--- config.mk ---
export PLATFORM = sky130hd
export DESIGN_NAME = load_store_unit
export DESIGN_NICKNAME = d
export VERILOG_FILES = /design/src/rtl/lsu_pkg.sv /design/src/rtl/load_extend.sv /design/src/rtl/load_store_unit.sv
export SDC_FILE = /design/constraint.sdc
export NUM_CORES = 1
export LEC_CHECK = 0
export ABC_AREA = 1
export CELL_PAD_IN_SITES_DETAIL_PLACEMENT = 0
export CELL_PAD_IN_SITES_GLOBAL_PLACEMENT = 1
export CORE_MARGIN = 5
export CORE_UTILIZATION = 33
export DETAILED_ROUTE_END_ITERATION = 16
export PLACE_DENSITY_LB_ADDON = 0.1
export SLEW_MARGIN = 20
export SYNTH_ARGS = -nofsm -noshare
export SYNTH_HDL_FRONTEND = slang
export SYNTH_SLANG_ARGS = --single-unit
--- constraint.sdc ---
create_clock -name clk -period 3.8 [get_ports clk]
set_input_delay 0.38 -clock clk [delete_from_list [all_inputs] [get_ports clk]]
set_output_delay 0.38 -clock clk [all_outputs]
set_load 0.1 [all_outputs]
--- src/rtl/lsu_pkg.sv ---
// ---------------------------------------------------------------------------
// lsu_pkg
// Shared definitions for the load/store unit:
//   - RV32I Funct3 width codes (F3_B, F3_H, F3_W, F3_BU, F3_HU)
//   - 2-bit state encoding for the LSU controller
//   - req_bad(): classifies an incoming request as unusable (illegal
//     combination or misaligned), which sends the LSU to its error state
// ---------------------------------------------------------------------------
package lsu_pkg;

  localparam logic [2:0] F3_B  = 3'b000;
  localparam logic [2:0] F3_H  = 3'b001;
  localparam logic [2:0] F3_W  = 3'b010;
  localparam logic [2:0] F3_BU = 3'b100;
  localparam logic [2:0] F3_HU = 3'b101;

  typedef enum logic [1:0] {
    ST_IDLE = 2'd0,
    ST_BUS  = 2'd1,
    ST_DONE = 2'd2,
    ST_ERR  = 2'd3
  } lsu_state_e;

  // True when the request must not reach the bus: conflicting direction,
  // unknown width code, unsigned width on a store, or a misaligned address.
  function automatic logic req_bad(input logic       rd,
                                   input logic       wr,
                                   input logic [2:0] f3,
                                   input logic [1:0] off);
    logic invalid;
    logic misaligned;
    invalid    = (rd & wr) ||
                 (f3 == 3'b011) || (f3 == 3'b110) || (f3 == 3'b111) ||
                 (wr && ((f3 == F3_BU) || (f3 == F3_HU)));
    misaligned = (((f3 == F3_H) || (f3 == F3_HU)) && off[0]) ||
                 ((f3 == F3_W) && (off != 2'b00));
    return invalid | misaligned;
  endfunction

endpackage

--- src/rtl/load_extend.sv ---
// ---------------------------------------------------------------------------
// load_extend
// Combinational lane select and sign/zero extension of a bus read word.
// Ports:
//   i_rdata  [31:0] raw word returned by the bus
//   i_off    [1:0]  byte offset of the load address
//   i_funct3 [2:0]  RV32I load width code
//   o_data   [31:0] extended load value
// ---------------------------------------------------------------------------
module load_extend
  import lsu_pkg::*;
(
  input  logic [31:0] i_rdata,
  input  logic [1:0]  i_off,
  input  logic [2:0]  i_funct3,
  output logic [31:0] o_data
);

  logic [31:0] w_byte_sh;
  logic [31:0] w_half_sh;

  // Shift the addressed lane down to bit 0; halfwords only use off[1]
  // because alignment has already been enforced.
  assign w_byte_sh = i_rdata >> {i_off, 3'b000};
  assign w_half_sh = i_rdata >> {i_off[1], 4'b0000};

  always_comb begin
    o_data = i_rdata;
    case (i_funct3)
      F3_B:    o_data = {{24{w_byte_sh[7]}}, w_byte_sh[7:0]};
      F3_BU:   o_data = {24'd0, w_byte_sh[7:0]};
      F3_H:    o_data = {{16{w_half_sh[15]}}, w_half_sh[15:0]};
      F3_HU:   o_data = {16'd0, w_half_sh[15:0]};
      default: o_data = i_rdata;
    endcase
  end

endmodule

--- src/rtl/load_store_unit.sv ---
// ---------------------------------------------------------------------------
// load_store_unit
// Multicycle data-memory access stage: converts a core load/store into a
// req/ack bus transaction, stalls the core while it is outstanding, and
// returns the aligned, extended load result.
// Parameters:
//   TIMEOUT  BUS-state cycles to wait for bus_ack before erroring (0 = never)
//   CNT_W    timeout counter width, 2**CNT_W > TIMEOUT
// Ports:
//   clk, rst_n                 clock, synchronous active-low reset
//   MemRead, MemWrite          load / store request (held while Stall=1)
//   Funct3, Addr, WriteData    width code, byte address, store data
//   Read_Data                  registered extended load result
//   Stall                      core must hold PC and inputs
//   LsuErr                     one-cycle error pulse
//   bus_req/we/addr/be/wdata   registered bus request outputs
//   bus_ack, bus_rdata         bus completion and read word
// ---------------------------------------------------------------------------
module load_store_unit
  import lsu_pkg::*;
#(
  parameter int TIMEOUT = 16,
  parameter int CNT_W   = 5
) (
  input  logic        clk,
  input  logic        rst_n,
  input  logic        MemRead,
  input  logic        MemWrite,
  input  logic [2:0]  Funct3,
  input  logic [31:0] Addr,
  input  logic [31:0] WriteData,
  output logic [31:0] Read_Data,
  output logic        Stall,
  output logic        LsuErr,
  output logic        bus_req,
  output logic        bus_we,
  output logic [31:0] bus_addr,
  output logic [3:0]  bus_be,
  output logic [31:0] bus_wdata,
  input  logic        bus_ack,
  input  logic [31:0] bus_rdata
);

  localparam logic [CNT_W-1:0] TO_LAST = CNT_W'((TIMEOUT > 0) ? TIMEOUT - 1 : 0);

  lsu_state_e       r_state;
  logic [CNT_W-1:0] r_cnt;
  logic [31:0]      r_read_data;
  logic             r_lsu_err;
  logic             r_bus_req;
  logic             r_bus_we;
  logic [31:0]      r_bus_addr;
  logic [3:0]       r_bus_be;
  logic [31:0]      r_bus_wdata;
  logic [1:0]       r_off;
  logic [2:0]       r_f3;

  logic        w_req;
  logic        w_bad;
  logic [3:0]  w_be;
  logic [31:0] w_wdata;
  logic [31:0] w_ext;

  assign w_req = MemRead | MemWrite;
  assign w_bad = req_bad(MemRead, MemWrite, Funct3, Addr[1:0]);

  // Stall must rise in the same cycle the request appears, before any
  // register has seen it, so it is decoded from state plus live inputs.
  assign Stall = ((r_state == ST_IDLE) && w_req) || (r_state == ST_BUS);

  // Lane placement for stores; loads always enable the full word.
  always_comb begin
    w_be    = 4'b1111;
    w_wdata = WriteData;
    if (MemWrite) begin
      case (Funct3)
        F3_B: begin
          w_be    = 4'b0001 << Addr[1:0];
          w_wdata = {4{WriteData[7:0]}};
        end
        F3_H: begin
          w_be    = 4'b0011 << Addr[1:0];
          w_wdata = {2{WriteData[15:0]}};
        end
        default: begin
          w_be    = 4'b1111;
          w_wdata = WriteData;
        end
      endcase
    end
  end

  load_extend u_load_extend (
    .i_rdata  (bus_rdata),
    .i_off    (r_off),
    .i_funct3 (r_f3),
    .o_data   (w_ext)
  );

  always_ff @(posedge clk) begin
    if (!rst_n) begin
      r_state     <= ST_IDLE;
      r_cnt       <= '0;
      r_read_data <= '0;
      r_lsu_err   <= 1'b0;
      r_bus_req   <= 1'b0;
      r_bus_we    <= 1'b0;
      r_bus_addr  <= '0;
      r_bus_be    <= '0;
      r_bus_wdata <= '0;
      r_off       <= '0;
      r_f3        <= '0;
    end else begin
      r_lsu_err <= 1'b0;
      case (r_state)
        ST_IDLE: begin
          if (w_req) begin
            if (w_bad) begin
              r_lsu_err <= 1'b1;
              r_state   <= ST_ERR;
            end else begin
              r_bus_req   <= 1'b1;
              r_bus_we    <= MemWrite;
              r_bus_addr  <= {Addr[31:2], 2'b00};
              r_bus_be    <= w_be;
              r_bus_wdata <= w_wdata;
              r_off       <= Addr[1:0];
              r_f3        <= Funct3;
              r_cnt       <= '0;
              r_state     <= ST_BUS;
            end
          end
        end
        ST_BUS: begin
          // An ack always wins over a timeout landing in the same cycle.
          if (bus_ack) begin
            r_bus_req <= 1'b0;
            if (!r_bus_we) begin
              r_read_data <= w_ext;
            end
            r_state <= ST_DONE;
          end else if ((TIMEOUT != 0) && (r_cnt == TO_LAST)) begin
            r_bus_req <= 1'b0;
            r_lsu_err <= 1'b1;
            r_state   <= ST_ERR;
          end else begin
            r_cnt <= r_cnt + 1'b1;
          end
        end
        ST_DONE: r_state <= ST_IDLE;
        ST_ERR:  r_state <= ST_IDLE;
        default: r_state <= ST_IDLE;
      endcase
    end
  end

  assign Read_Data = r_read_data;
  assign LsuErr    = r_lsu_err;
  assign bus_req   = r_bus_req;
  assign bus_we    = r_bus_we;
  assign bus_addr  = r_bus_addr;
  assign bus_be    = r_bus_be;
  assign bus_wdata = r_bus_wdata;

endmodule
After elaboration in Yosys (flattened, before gate mapping)
Index checks and enable logic that the tools add are counted.
{"block": "totals", "ff_bits": 113, "wordCells": 88}
{"block": "classes", "n_addsub": 1, "n_eq_ne": 19, "n_shift": 4, "n_mux": 25, "bitwise_logic": 5, "n_reduce_logical": 23}
{"cell": "case mux 32 bit (4 select lines)", "count": 1}
{"cell": "case mux 32 bit (2 select lines)", "count": 1}
{"cell": "two-way mux 32 bit", "count": 1}
{"cell": ">> shifter 32 x 5 -> 16 bit", "count": 1}
{"cell": ">> shifter 32 x 5 -> 8 bit", "count": 1}
{"cell": "two-way mux 5 bit", "count": 4}
{"cell": "equality test 3 bit, second input constant", "count": 6}
{"cell": "case mux 5 bit (2 select lines)", "count": 1}
{"cell": "logical OR 1 bit", "count": 8}
{"cell": "two-way mux 1 bit", "count": 8}
{"cell": "two-way mux 2 bit", "count": 4}
{"cell": "!= test 2 bit, second input constant", "count": 4}
{"cell": "case mux 4 bit (2 select lines)", "count": 1}
{"cell": "equality test 3 x 1 -> 1 bit, second input constant", "count": 2}
{"cell": "equality test 3 x 2 -> 1 bit, second input constant", "count": 2}
{"cell": "logical NOT 3 bit", "count": 2}
{"cell": "case mux 2 bit (3 select lines)", "count": 1}
{"cell": "AND reduction 3 bit", "count": 2}
{"cell": "adder 5 x 1 -> 5 bit, second input constant", "count": 1}
{"cell": "equality test 5 x 4 -> 1 bit, second input constant", "count": 1}
{"cell": "AND reduction 5 bit", "count": 1}
{"cell": "equality test 2 bit, second input constant", "count": 2}
{"cell": "logical AND 1 bit", "count": 4}
{"cell": "two-way mux 4 bit", "count": 1}
{"cell": "13 further kinds", "count": 17}

Logic depth before layout (Yosys ltp)
{"block": "logic_depth", "depth_word": 9, "depth_mapped": 10, "ltp_nobuf": 10}

Cells and area by module
From an unflattened synthesis, not the netlist that was laid out.
{"block": "hier_totals", "cells_unflattened": 857, "hier_area_um2": 5664.2}
{"module": "load_store_unit", "n_inst": 1, "cells_per_inst": 688, "area_each_um2": 4792.1, "seq_area_each_um2": 2262.2}
{"module": "load_extend", "n_inst": 1, "cells_per_inst": 169, "area_each_um2": 872.1, "seq_area_each_um2": 0.0}

Worst setup path before layout
No wires, ideal clock.
{"block": "synth_timing", "kind": "register to register", "from": "register r_bus_we (netlist: bus_we)", "to": "register r_read_data[21] (netlist: Read_Data[21])", "setup_time_ns": 0.109, "arrival_time_ns": 1.762, "t_required_ns": 3.691, "path_slack_ns": 1.929, "stages_incl_launch_ff": 9, "synth_period_minus_slack_ns": 1.871, "path_cell_list": "dfxtp_1 -> nor2_1 -> nand2_2 -> inv_1 -> buf_2 -> nor2_1 -> nor2_1 -> nand2_1 -> inv_1"}
{"block": "synth_via", "elab_chain_len": 2}
{"element": "start: declaration", "line": "load_store_unit.sv:51", "rtl": "logic r_bus_we;"}
{"element": "start signal: assignment", "line": "load_store_unit.sv:123", "rtl": "r_bus_we <= MemWrite;"}
{"element": "NOT 1 bit (no source line)"}
{"element": "AND reduction 3 bit (no source line)"}
{"element": "end signal: assignment", "line": "load_store_unit.sv:139", "rtl": "r_read_data <= w_ext;"}
{"element": "end: declaration", "line": "load_store_unit.sv:48", "rtl": "logic [31:0] r_read_data;"}
Every way passes these cells.
A chain may end at the register's enable or synchronous reset.

Worst setup path after layout
{"block": "layout_timing", "from": "register r_off[1]", "to": "register r_read_data[29] (netlist: Read_Data[29])"}
{"block": "layout_via", "elab_chain_len": 2}
{"element": "start: declaration", "line": "load_store_unit.sv:55", "rtl": "logic [1:0] r_off;"}
{"element": "start signal: assignment", "line": "load_store_unit.sv:127", "rtl": "r_off <= Addr[1:0];"}
{"element": ">> shifter 32 x 5 -> 16 bit or >> shifter 32 x 5 -> 8 bit (tied branches)", "line": "load_extend.sv:25, load_extend.sv:24"}
{"element": "case mux 32 bit (4 select lines) *", "line": "load_extend.sv:29", "rtl": "case (i_funct3)"}
Mark *: on every way between the ends. The rest lies on a longest branch, timed or not.

==> metrics.csv <==
metric,value,unit
status,"complete, no violations",
synth_top_family_by_area,simple AND/OR/NAND/NOR gates,
period_needed,2.428,ns
slew_viol_final,0,
dp_hpwl,13740,um
synth-seq-cells,113,
wl_per_cell,14.73,um
num_rows,48,
ant_nets,0,
clk_path_buf_depth,2,
initial_core_util,33.23,%
fin_ws,1.372,ns
area_delta_synth_final,47.91,%
synth_mux_area_share,0,%
grt_use_total,19.00,%
cp-end-kind,flip-flop,
crit_top_cell,nand2_1,
crit_slowest_cell,nand2_1,
synth_compound_area_share,11.92,%
coreArea,0.01712,sq mm
num_vias,6012,
cts_sinks,113,
grt-ovfl-total,0,
htree_num_levels,4,
drc,0,
max_cap_viol_count,0,
multi_input_area,0.002860,sq mm
io_buffer_count,205,
path_cells,inv_1 > o211ai_1 > nand2_1 > nand2_1 > nand3_1 > nand2_1 > inv_1,
die_x,141.3,um
grt_pass1_vias,5601,
setup_viol,0,
cpPeakStageDelay,0.66,ns
post-place-ws,1.184,ns
rsz0062_at_grt,false,
avgSynthCellArea,6.478,sq um
grt_max_degree,74,
arrival,2.74,ns
path_clk_slew,0.06,ns
drtIter0Drc,279,
die_y,141.3,um
cts_buffers,17,
gp_congestion,0.8291,
cp_max_fo,24,
netlist_area,0.005688,sq mm
io_pins,208,
leakage,3.540,nW
dr.pass1.iters,5,
final_common_cell,nand2_1,
nFillCells,1769,
worst_pin_slew,1.042,ns
setup_tns,0,ns
vias_per_cell,4.635,
synth_xor_area_share,0,%
ir_drop,0.0003204,V
timing.final.hold_violations,0,
stdcell_count,1297,
powerDensity,541.2,mW/mm^2
path_delay_family,simple AND/OR/NAND/NOR gates,
cts_root_buf,clkbuf_16,
finish.utilization,49.15,%
max_freq,411.9,MHz
cts_tree,yes,
fin_worst_skew,0.007976,ns
grt_pass1_wl,30310,um
seq_area,0.002262,sq mm
cp-start-kind,flip-flop,
synth_warnings,0,
die_area,0.01996,sq mm
hold_buffers,0,
finalNetCount,1165,
antenna_found_initial,0,
clk-insertion-delay-late,0.42,ns
post_cts_buffers,0,
yosysSeqAreaShare,39.77,%
yosys.area_share.simple,37.79,%
slew_headroom,30.32,%
synthAdderAreaFrac,0.4399,%
syn_inst,878,
reg2reg_slack,1.37,ns
cp.required,4.11,ns
layout-drive-gt1-share,5.690,%
synth.distinct_cells,31,
routed_wl,19110,um
antenna_cells,0,
final_cell_mix,"nand2_1, clkdlybuf4s50_1, nor2_1",
period_share,63.88,%
min_path_type,reg -> reg,
path_class,reg -> reg,
dp.cells,1265,
cp.buffers_inverters,2,
post_cts_resized,0,
sequential cells by signal, indices dropped and copies added, names as in the netlist:
name	cells
Read_Data	32
bus_wdata	32
bus_addr	30
r_cnt	5
bus_be	4
r_f3	3
r_off	2
r_state	2
LsuErr	1
bus_req	1
bus_we	1
worst paths after layout:
path              from             to  depth (start not counted)
min          bus_be[2]      bus_be[2]                          2
max           r_off[1]  Read_Data[29]                          7
min reg2reg  bus_be[2]      bus_be[2]                          2
max reg2reg   r_off[1]  Read_Data[29]                          7
logic make-up (layout without fill, tap and decap cells):
group	after synthesis	count (layout)
and+or+nand+nor	521	521
AOI/OAI and AO/OA	127	127
buffers and inverters	114	307
DFF	113	113
adders and majority gates	2	2
other	1	2
worst reg2reg max path, delay by kind of cell, from the launching register on:
family | cells | cell delay [ns]
DFF | 1 | 0.63
and+or+nand+nor | 4 | 1.10
AOI/OAI and AO/OA | 1 | 0.20
buffers and inverters | 2 | 0.40
power breakdown:
part / switching, W / internal, W
Clock: 0.000644 / 0.00112
Combinational: 0.00105 / 0.000390
Sequential: 0.0000657 / 0.00129
cell usage after synthesis:
master    number  area [sq um]
nand2_1      276          1036
a21oi_1       59         295.3
nand3b_1       2         15.01
o21bai_1       1         7.510
dfxtp_1      113          2262
clkinv_2       1         5.000
nor3_2         1         10.01
nand2_2        3         18.77
or2_2          1         6.260
inv_1         55         206.5
conb_1         1         3.750
a31oi_4        1         21.27
clkbuf_1      16         60.06
o221ai_1       1         8.760
nor2_4         5         56.30
o21ai_0       23         115.1
buf_1          2         7.510
inv_2          4         15.01
nand3_1       84         420.4
a31oi_1        2         12.51
o21ai_1       33         165.2
nor2_1       143         536.8
nor4_1         1         6.260
buf_4          8         60.06
ha_1           2         25.02
nand4_4        1         21.27
nor3b_1        1         7.510
o211ai_1       7         52.55
nor3_1         3         15.01
buf_2         16         80.08
buf_6         12         135.1
metrics by stage:
| stage | power, W | area (sq um) | hold WS (ns) |
|---|---|---|---|
| final | 0.004553 | 8413 | 0.4629 |
| after global routing | 0.004770 | 8413 | 0.4867 |
| after CTS | 0.004605 | 8413 | 0.4657 |
| after detailed placement | 0.002821 | 7767 | 0.4568 |
| after global placement | 0.002819 | 7767 | 0.4520 |
| after floorplan | 0.002437 | 5692 | 0.4400 |
per-layer routing:
metal	vias up	share of wire (%)	GRT usage, %
met4	0	1.2	5.048
li1	3157	-	-
met2	160	45	29.35
met1	2674	47	26.84
met3	21	6.2	4.213
met5	-	0	0
final cells by class:
type	instances	share of cell area, %
Inverter	60	2.692
Multi-Input combinational cell	652	34.00
Tap cell	225	3.346
Sequential cell	113	26.89
Timing Repair Buffer	215	25.40
Clock inverter	15	2.617
Clock buffer	17	5.057
No activity file was read; power rests on OpenSTA's default activity.
